[src/rtl/uart_cmd_decoder.sv]
// Parses A5/CMD/DATA/CHK frames into waveform/freq settings; CHK -> settings 1 cycle, ACK/NAK >= 2 cycles.
// Response held in RESP while tx_busy; bytes arriving in EXEC/RESP are dropped. `CMD_READBACK_EN makes ping return status.
module uart_cmd_decoder #(
    parameter logic [7:0]  SOF_BYTE       = 8'hA5,
    parameter int unsigned TIMEOUT_CYCLES = 260416,
    parameter int unsigned FREQ_MAX       = 9,
    parameter logic [7:0]  ACK_BYTE       = 8'h06,
    parameter logic [7:0]  NAK_BYTE       = 8'h15
) (
    input  logic       clk,
    input  logic       rst_n,
    input  logic       rx_valid,
    input  logic [7:0] rx_data,
    input  logic       tx_busy,
    output logic       tx_en,
    output logic [7:0] tx_data,
    output logic [1:0] waveform_sel,
    output logic [3:0] freq_sel,
    output logic       cfg_update,
    output logic       frame_err
);

    localparam int               CNT_W      = $clog2(TIMEOUT_CYCLES + 1);
    localparam logic [CNT_W-1:0] CNT_LAST   = CNT_W'(TIMEOUT_CYCLES - 1);
    localparam logic [7:0]       FREQ_MAX_B = 8'(FREQ_MAX);
    localparam logic [7:0]       CMD_WAVE   = 8'h01;
    localparam logic [7:0]       CMD_FREQ   = 8'h02;
    localparam logic [7:0]       CMD_PING   = 8'h03;

    typedef enum logic [2:0] {
        ST_IDLE,
        ST_GET_CMD,
        ST_GET_DATA,
        ST_GET_CHK,
        ST_EXEC,
        ST_RESP
    } state_t;

    state_t           state_q, state_d;
    logic [CNT_W-1:0] cnt_q, cnt_d;
    logic [7:0]       cmd_q, cmd_d;
    logic [7:0]       data_q, data_d;
    logic [7:0]       chk_q, chk_d;
    logic             tx_en_q, tx_en_d;
    logic [7:0]       tx_data_q, tx_data_d;
    logic [1:0]       waveform_sel_q, waveform_sel_d;
    logic [3:0]       freq_sel_q, freq_sel_d;
    logic             cfg_update_q, cfg_update_d;
    logic             frame_err_q, frame_err_d;

    // Frame decision, evaluated from the latched bytes while in EXEC.
    logic       chk_ok;
    logic       wave_wr;
    logic       freq_wr;
    logic       exec_err;
    logic [7:0] resp_byte;
    logic [7:0] ping_byte;

`ifdef CMD_READBACK_EN
    assign ping_byte = {2'b00, waveform_sel_q, freq_sel_q};
`else
    assign ping_byte = ACK_BYTE;
`endif

    always_comb begin
        chk_ok    = (chk_q == (cmd_q ^ data_q));
        wave_wr   = 1'b0;
        freq_wr   = 1'b0;
        exec_err  = 1'b0;
        resp_byte = NAK_BYTE;
        if (!chk_ok) begin
            exec_err = 1'b1;
        end else begin
            case (cmd_q)
                CMD_WAVE: begin
                    wave_wr   = 1'b1;
                    resp_byte = ACK_BYTE;
                end
                CMD_FREQ: begin
                    if (data_q <= FREQ_MAX_B) begin
                        freq_wr   = 1'b1;
                        resp_byte = ACK_BYTE;
                    end else begin
                        exec_err  = 1'b1;
                    end
                end
                CMD_PING: resp_byte = ping_byte;
                default:  exec_err  = 1'b1;
            endcase
        end
    end

    always_comb begin
        state_d        = state_q;
        cnt_d          = cnt_q;
        cmd_d          = cmd_q;
        data_d         = data_q;
        chk_d          = chk_q;
        tx_en_d        = 1'b0;
        tx_data_d      = tx_data_q;
        waveform_sel_d = waveform_sel_q;
        freq_sel_d     = freq_sel_q;
        cfg_update_d   = 1'b0;
        frame_err_d    = 1'b0;

        case (state_q)
            ST_IDLE: begin
                if (rx_valid && (rx_data == SOF_BYTE)) begin
                    state_d = ST_GET_CMD;
                    cnt_d   = '0;
                end
            end
            ST_GET_CMD, ST_GET_DATA, ST_GET_CHK: begin
                // An arriving byte wins over an expiring inter-byte timer.
                if (rx_valid) begin
                    cnt_d = '0;
                    case (state_q)
                        ST_GET_CMD: begin
                            cmd_d   = rx_data;
                            state_d = ST_GET_DATA;
                        end
                        ST_GET_DATA: begin
                            data_d  = rx_data;
                            state_d = ST_GET_CHK;
                        end
                        default: begin
                            chk_d   = rx_data;
                            state_d = ST_EXEC;
                        end
                    endcase
                end else if (cnt_q == CNT_LAST) begin
                    cnt_d       = '0;
                    frame_err_d = 1'b1;
                    state_d     = ST_IDLE;
                end else begin
                    cnt_d = cnt_q + CNT_W'(1);
                end
            end
            ST_EXEC: begin
                tx_data_d    = resp_byte;
                frame_err_d  = exec_err;
                cfg_update_d = wave_wr | freq_wr;
                if (wave_wr) begin
                    waveform_sel_d = data_q[1:0];
                end
                if (freq_wr) begin
                    freq_sel_d = data_q[3:0];
                end
                state_d = ST_RESP;
            end
            ST_RESP: begin
                if (!tx_busy) begin
                    tx_en_d = 1'b1;
                    state_d = ST_IDLE;
                end
            end
            default: state_d = ST_IDLE;
        endcase
    end

    always_ff @(posedge clk or negedge rst_n) begin
        if (!rst_n) begin
            state_q        <= ST_IDLE;
            cnt_q          <= '0;
            cmd_q          <= '0;
            data_q         <= '0;
            chk_q          <= '0;
            tx_en_q        <= 1'b0;
            tx_data_q      <= '0;
            waveform_sel_q <= '0;
            freq_sel_q     <= '0;
            cfg_update_q   <= 1'b0;
            frame_err_q    <= 1'b0;
        end else begin
            state_q        <= state_d;
            cnt_q          <= cnt_d;
            cmd_q          <= cmd_d;
            data_q         <= data_d;
            chk_q          <= chk_d;
            tx_en_q        <= tx_en_d;
            tx_data_q      <= tx_data_d;
            waveform_sel_q <= waveform_sel_d;
            freq_sel_q     <= freq_sel_d;
            cfg_update_q   <= cfg_update_d;
            frame_err_q    <= frame_err_d;
        end
    end

    assign tx_en        = tx_en_q;
    assign tx_data      = tx_data_q;
    assign waveform_sel = waveform_sel_q;
    assign freq_sel     = freq_sel_q;
    assign cfg_update   = cfg_update_q;
    assign frame_err    = frame_err_q;

endmodule

[config.mk]
export PLATFORM = sky130hd
export DESIGN_NAME = uart_cmd_decoder
export DESIGN_NICKNAME = d
export VERILOG_FILES = /design/src/rtl/uart_cmd_decoder.sv
export SDC_FILE = /design/constraint.sdc
export NUM_CORES = 1
export LEC_CHECK = 0
export BUFFER_PORTS_ARGS = -buffer_cell sky130_fd_sc_hd__buf_2
export CAP_MARGIN = 40
export CORE_AREA = 4 4 80 82
export CTS_CLUSTER_DIAMETER = 50
export CTS_CLUSTER_SIZE = 16
export DETAILED_ROUTE_END_ITERATION = 10
export DIE_AREA = 0 0 84 86
export GPL_TIMING_DRIVEN = 0
export PLACE_DENSITY = 0.73
export SLEW_MARGIN = 40
export SYNTH_ARGS = -nofsm -noshare
export SYNTH_HDL_FRONTEND = slang
export SYNTH_SLANG_ARGS = --single-unit
[constraint.sdc]
create_clock -name clk -period 2.59 [get_ports clk]
set_clock_uncertainty 0.1 [all_clocks]
set_input_delay 0.518 -clock clk [delete_from_list [all_inputs] [get_ports clk]]
set_output_delay 0.518 -clock clk [all_outputs]
set_load 0.01 [all_outputs]
==> metrics.md <==
| Metric | Value |
|---|---|
| Part of the power in the clock network | `26.6%` |
| Antenna viol nets, final | `0` |
| Number of optimization iterations in the first detailed-route pass | `4` |
| Power per unit of standard cell area | `1030 nW/um^2` |
| Clock transition at path regs | `0.06 ns` |
| Detailed-route wire length | `5.61 mm` |
| Placed cell count | `353` |
| Number of distinct standard cells referenced by the synthesized netlist | `41` |
| Run status | `finished clean` |
| Clk root buf | `clkbuf_8` |
| Layout Cells excl Fill | `372` |
| TritonCTS Sinks | `57` |
| Cell count after synthesis | `252` |
| Worst hold path class | `in -> async` |
| Core Footprint | `5750 sq um` |
| Synth Area in XOR/XNOR | `6.25%` |
| Number of enable-type register cells in the synthesized netlist | `0` |
| Total half-perimeter wirelength after legalization and detailed placement | `3.84 mm` |
| Worst Slack Setup Final | `0.107 ns` |
| Required time at the worst-slack endpoint | `2.72 ns` |
| Number of top-level design ports | `29` |
| Total global-route track usage | `17.5%` |
| Most used cells in the layout excluding fill and tap cells | `57 x dfrtp_1, 27 x mux2_2, 22 x buf_2, 17 x nand2_1, 14 x nand3_1` |
| Clock buffer count from CTS | `9` |
| Basic-gate share of the synthesized area counting and, or, nand and nor cells | `15.7%` |
| CP Capture Type | `flip-flop` |
| Die extent in x | `84 um` |
| Number of H-tree branching levels | `3` |
| Die footprint | `7220 sq um` |
| Buffer depth of the longest clock path | `2` |
| Most common library cell in the layout ignoring fill and taps | `dfrtp_1` |
| Total internal power | `2390 uW` |
| Placer's final routability congestion estimate | `0.788` |
| Post-synth top area cell | `dfrtp_1` |
| CTS tree | `done` |
| Cell leakage power | `0.00151 uW` |
| Setup slack after placement | `-0.220 ns` |
| Area fraction of the dominant cell type after synthesis | `49.8%` |
| Initial core utilization | `49.8%` |
| Maximum number of pins on one net before global-route repair | `58` |
| Worst reg2reg endpoint | `freq_sel[3]` |
| Part of the total power dissipated in combinational logic | `35.2%` |
| Number of endpoints with negative hold slack in the final report | `0` |
| Layout filler cell count | `478` |
| Relative slew margins | `51.4%` |
| Post-Synthesis Mean Instance Area | `11.4 sq um` |
| Number of DRC violations after detailed routing | `0` |
| Worst R2R Setup Slack | `0.11 ns` |
| Aggregate global routing overflow | `0` |
| Flop and latch count out of synthesis | `57` |
| Most used flip-flop cell after synthesis | `dfrtp_1` |
| Fraction of synthesis flops using an asynchronous set or reset pin | `100%` |
| Vias | `2,073` |
| Area growth from synthesis to final layout | `17.1%` |
| Hold slack final | `0.127 ns` |
| Via count of the first global-routing pass | `2,094` |
| Top area cells in the synthesized netlist | `dfrtp_1 50%, mux2_2 11%, xnor3_1 4.7%, a21oi_1 2.4%, nand3_1 2.4%` |
| Actual slew at the worst max-slew pin | `0.724 ns` |
| Worst R2R Path Depth | `5` |
| Avg Vias per Cell | `5.57` |
| Maximum operating frequency | `403 MHz` |
| Count of maximum capacitance violations | `0` |
| CP Max Fanout | `5` |
| Final routed wire length divided by cell count | `15.1 um` |
| Startpoint Class | `flip-flop` |
| Antenna violations before repair | `0` |
| Largest family of logic cells by synthesized area | `simple AND/OR/NAND/NOR gates` |
| Final standard cell utilization of the core | `58.3%` |
| Post-synthesis adder-cell area fraction | `0.437%` |
| Number of pins exceeding their max-slew limit in the final report | `0` |
| Count of input and output buffers | `23` |
| Insertion delay of the later-clocked pin in the worst-skew pair | `0.34 ns` |
| Crit Path Category | `reg -> reg` |
| Final Setup Violations | `0` |
| Post-synthesis compound-gate area fraction | `9.66%` |
| Power dissipated by switching net loads | `1040 uW` |
| Site Rows | `28` |
| Synth warn | `0` |
| Wire length of the first global-routing pass | `9.83 mm` |
| Sequential fraction of the synthesis area | `49.8%` |
| Count of antenna diodes in the layout | `0` |
| Worst IR drop on VDD | `483 uV` |
| Unrepaired setup endpoints after global routing | `no` |
| Data arrival time of the critical path | `2.61 ns` |
| Number of nets in the final layout | `307` |
| Share of final-layout standard cells stronger than drive strength 1 | `28.6%` |
| Tmin final | `2.48 ns` |
| Reg-to-reg startpoint | `data_q[3]` |
| Switch share | `30.3%` |
| Worst setup path startpoint | `data_q[3]` |
| Multiplexer share of the synthesized area | `14.1%` |
| Die height | `86 um` |
| Post-synthesis instance area | `2860 sq um` |
| Final cycle utilization of the critical path | `95.9%` |
| Flop pwr share | `38.2%` |
| Iteration-0 DRC count of the detailed router | `136` |
## synthesized netlist by cell type (5+ instances only)
cell and number:
nor4bb_1 5, nand4_1 6, xnor2_1 5, clkbuf_1 12
buf_4 5, xnor3_1 6, nor2_1 10, dfrtp_1 57
nor4_1 6, nand3_1 14, a21oi_1 14, mux2_2 27
o21ai_0 13, nor3_1 5, nand2_1 17
## worst max path at each step
stage	endpoint	slack [ns]
2_1_floorplan	freq_sel[0]	0.08
6_report	freq_sel[3]	0.11
3_3_place_gp	cnt_q[0]	-0.20
4_1_cts	freq_sel[3]	0.002
5_1_grt	cnt_q[15]	0.003
3_5_place_dp	cnt_q[0]	-0.22
## routing by layer
metal	up-vias	global-route usage [%]	share of wire (%)
li1	998	-	-
met1	1009	23.2	46
met2	56	26.1	45
met3	10	4.71	6.8
met4	0	9.65	2.0
met5	-	0	0
## stage by stage
step	cell area [sq um]	TNS, ns	power, uW
global route	3350	0	3670
detailed placement	3080	-2.67	2460
floorplan	2870	0	2200
global placement	3080	-2.13	2420
CTS	3350	0	3440
finish	3350	0	3440
## critical path: stages (launching register included)
cell     delay [ns]
dfrtp_1        0.40
xnor3_1        0.38
nand4_1        0.09
or4_4          0.59
or4_4          0.49
mux2_4         0.32
## power by group through the flow
stage / registers, uW / logic [uW] / clock network [uW]
floorplan: 1290 / 912 / 0
global placement: 1330 / 1090 / 0
detailed placement: 1350 / 1120 / 0
CTS: 1310 / 1200 / 931
global route: 1340 / 1340 / 984
finish: 1310 / 1210 / 914
## logic make-up after synthesis
family	count (synthesis)
other	1
buffers and inverters	22
DFF	57
muxes	35
AOI/OAI and AO/OA	45
adders and majority gates	1
and+or+nand+nor	80
xor gates and xnor gates	11
## timing repair
| action | in CTS | in global routing |
|---|---|---|
| buffers inserted | 5 | 1 |
| gates resized for setup | 2 | 1 |
| hold buffers | 0 | 0 |
| pin swaps | 1 | 3 |
| setup endpoints to repair | 20 | 4 |
## flip-flops by register name (all words and copies together) (netlist names)
signal and flops:
cfg_update 1, chk_q 8, cmd_q 8, cnt_q 18, data_q 8, frame_err 1
freq_sel 4, state_q 3, tx_data 3, tx_en 1, waveform_sel 2
## area by class of cell
type | count | area, sq um | share of cell area [%]
flip-flops and latches | 57 | 1430 | 42.6
multi-input cells | 176 | 1350 | 40.4
repair buffers | 29 | 163 | 4.86
clock buffers | 11 | 151 | 4.52
well taps | 75 | 93.8 | 2.80
plain buffers | 17 | 82.6 | 2.47
clock inverters | 3 | 65.1 | 1.94
inverters | 4 | 15.0 | 0.448
Note: power is estimated with default switching activity, not from simulation.
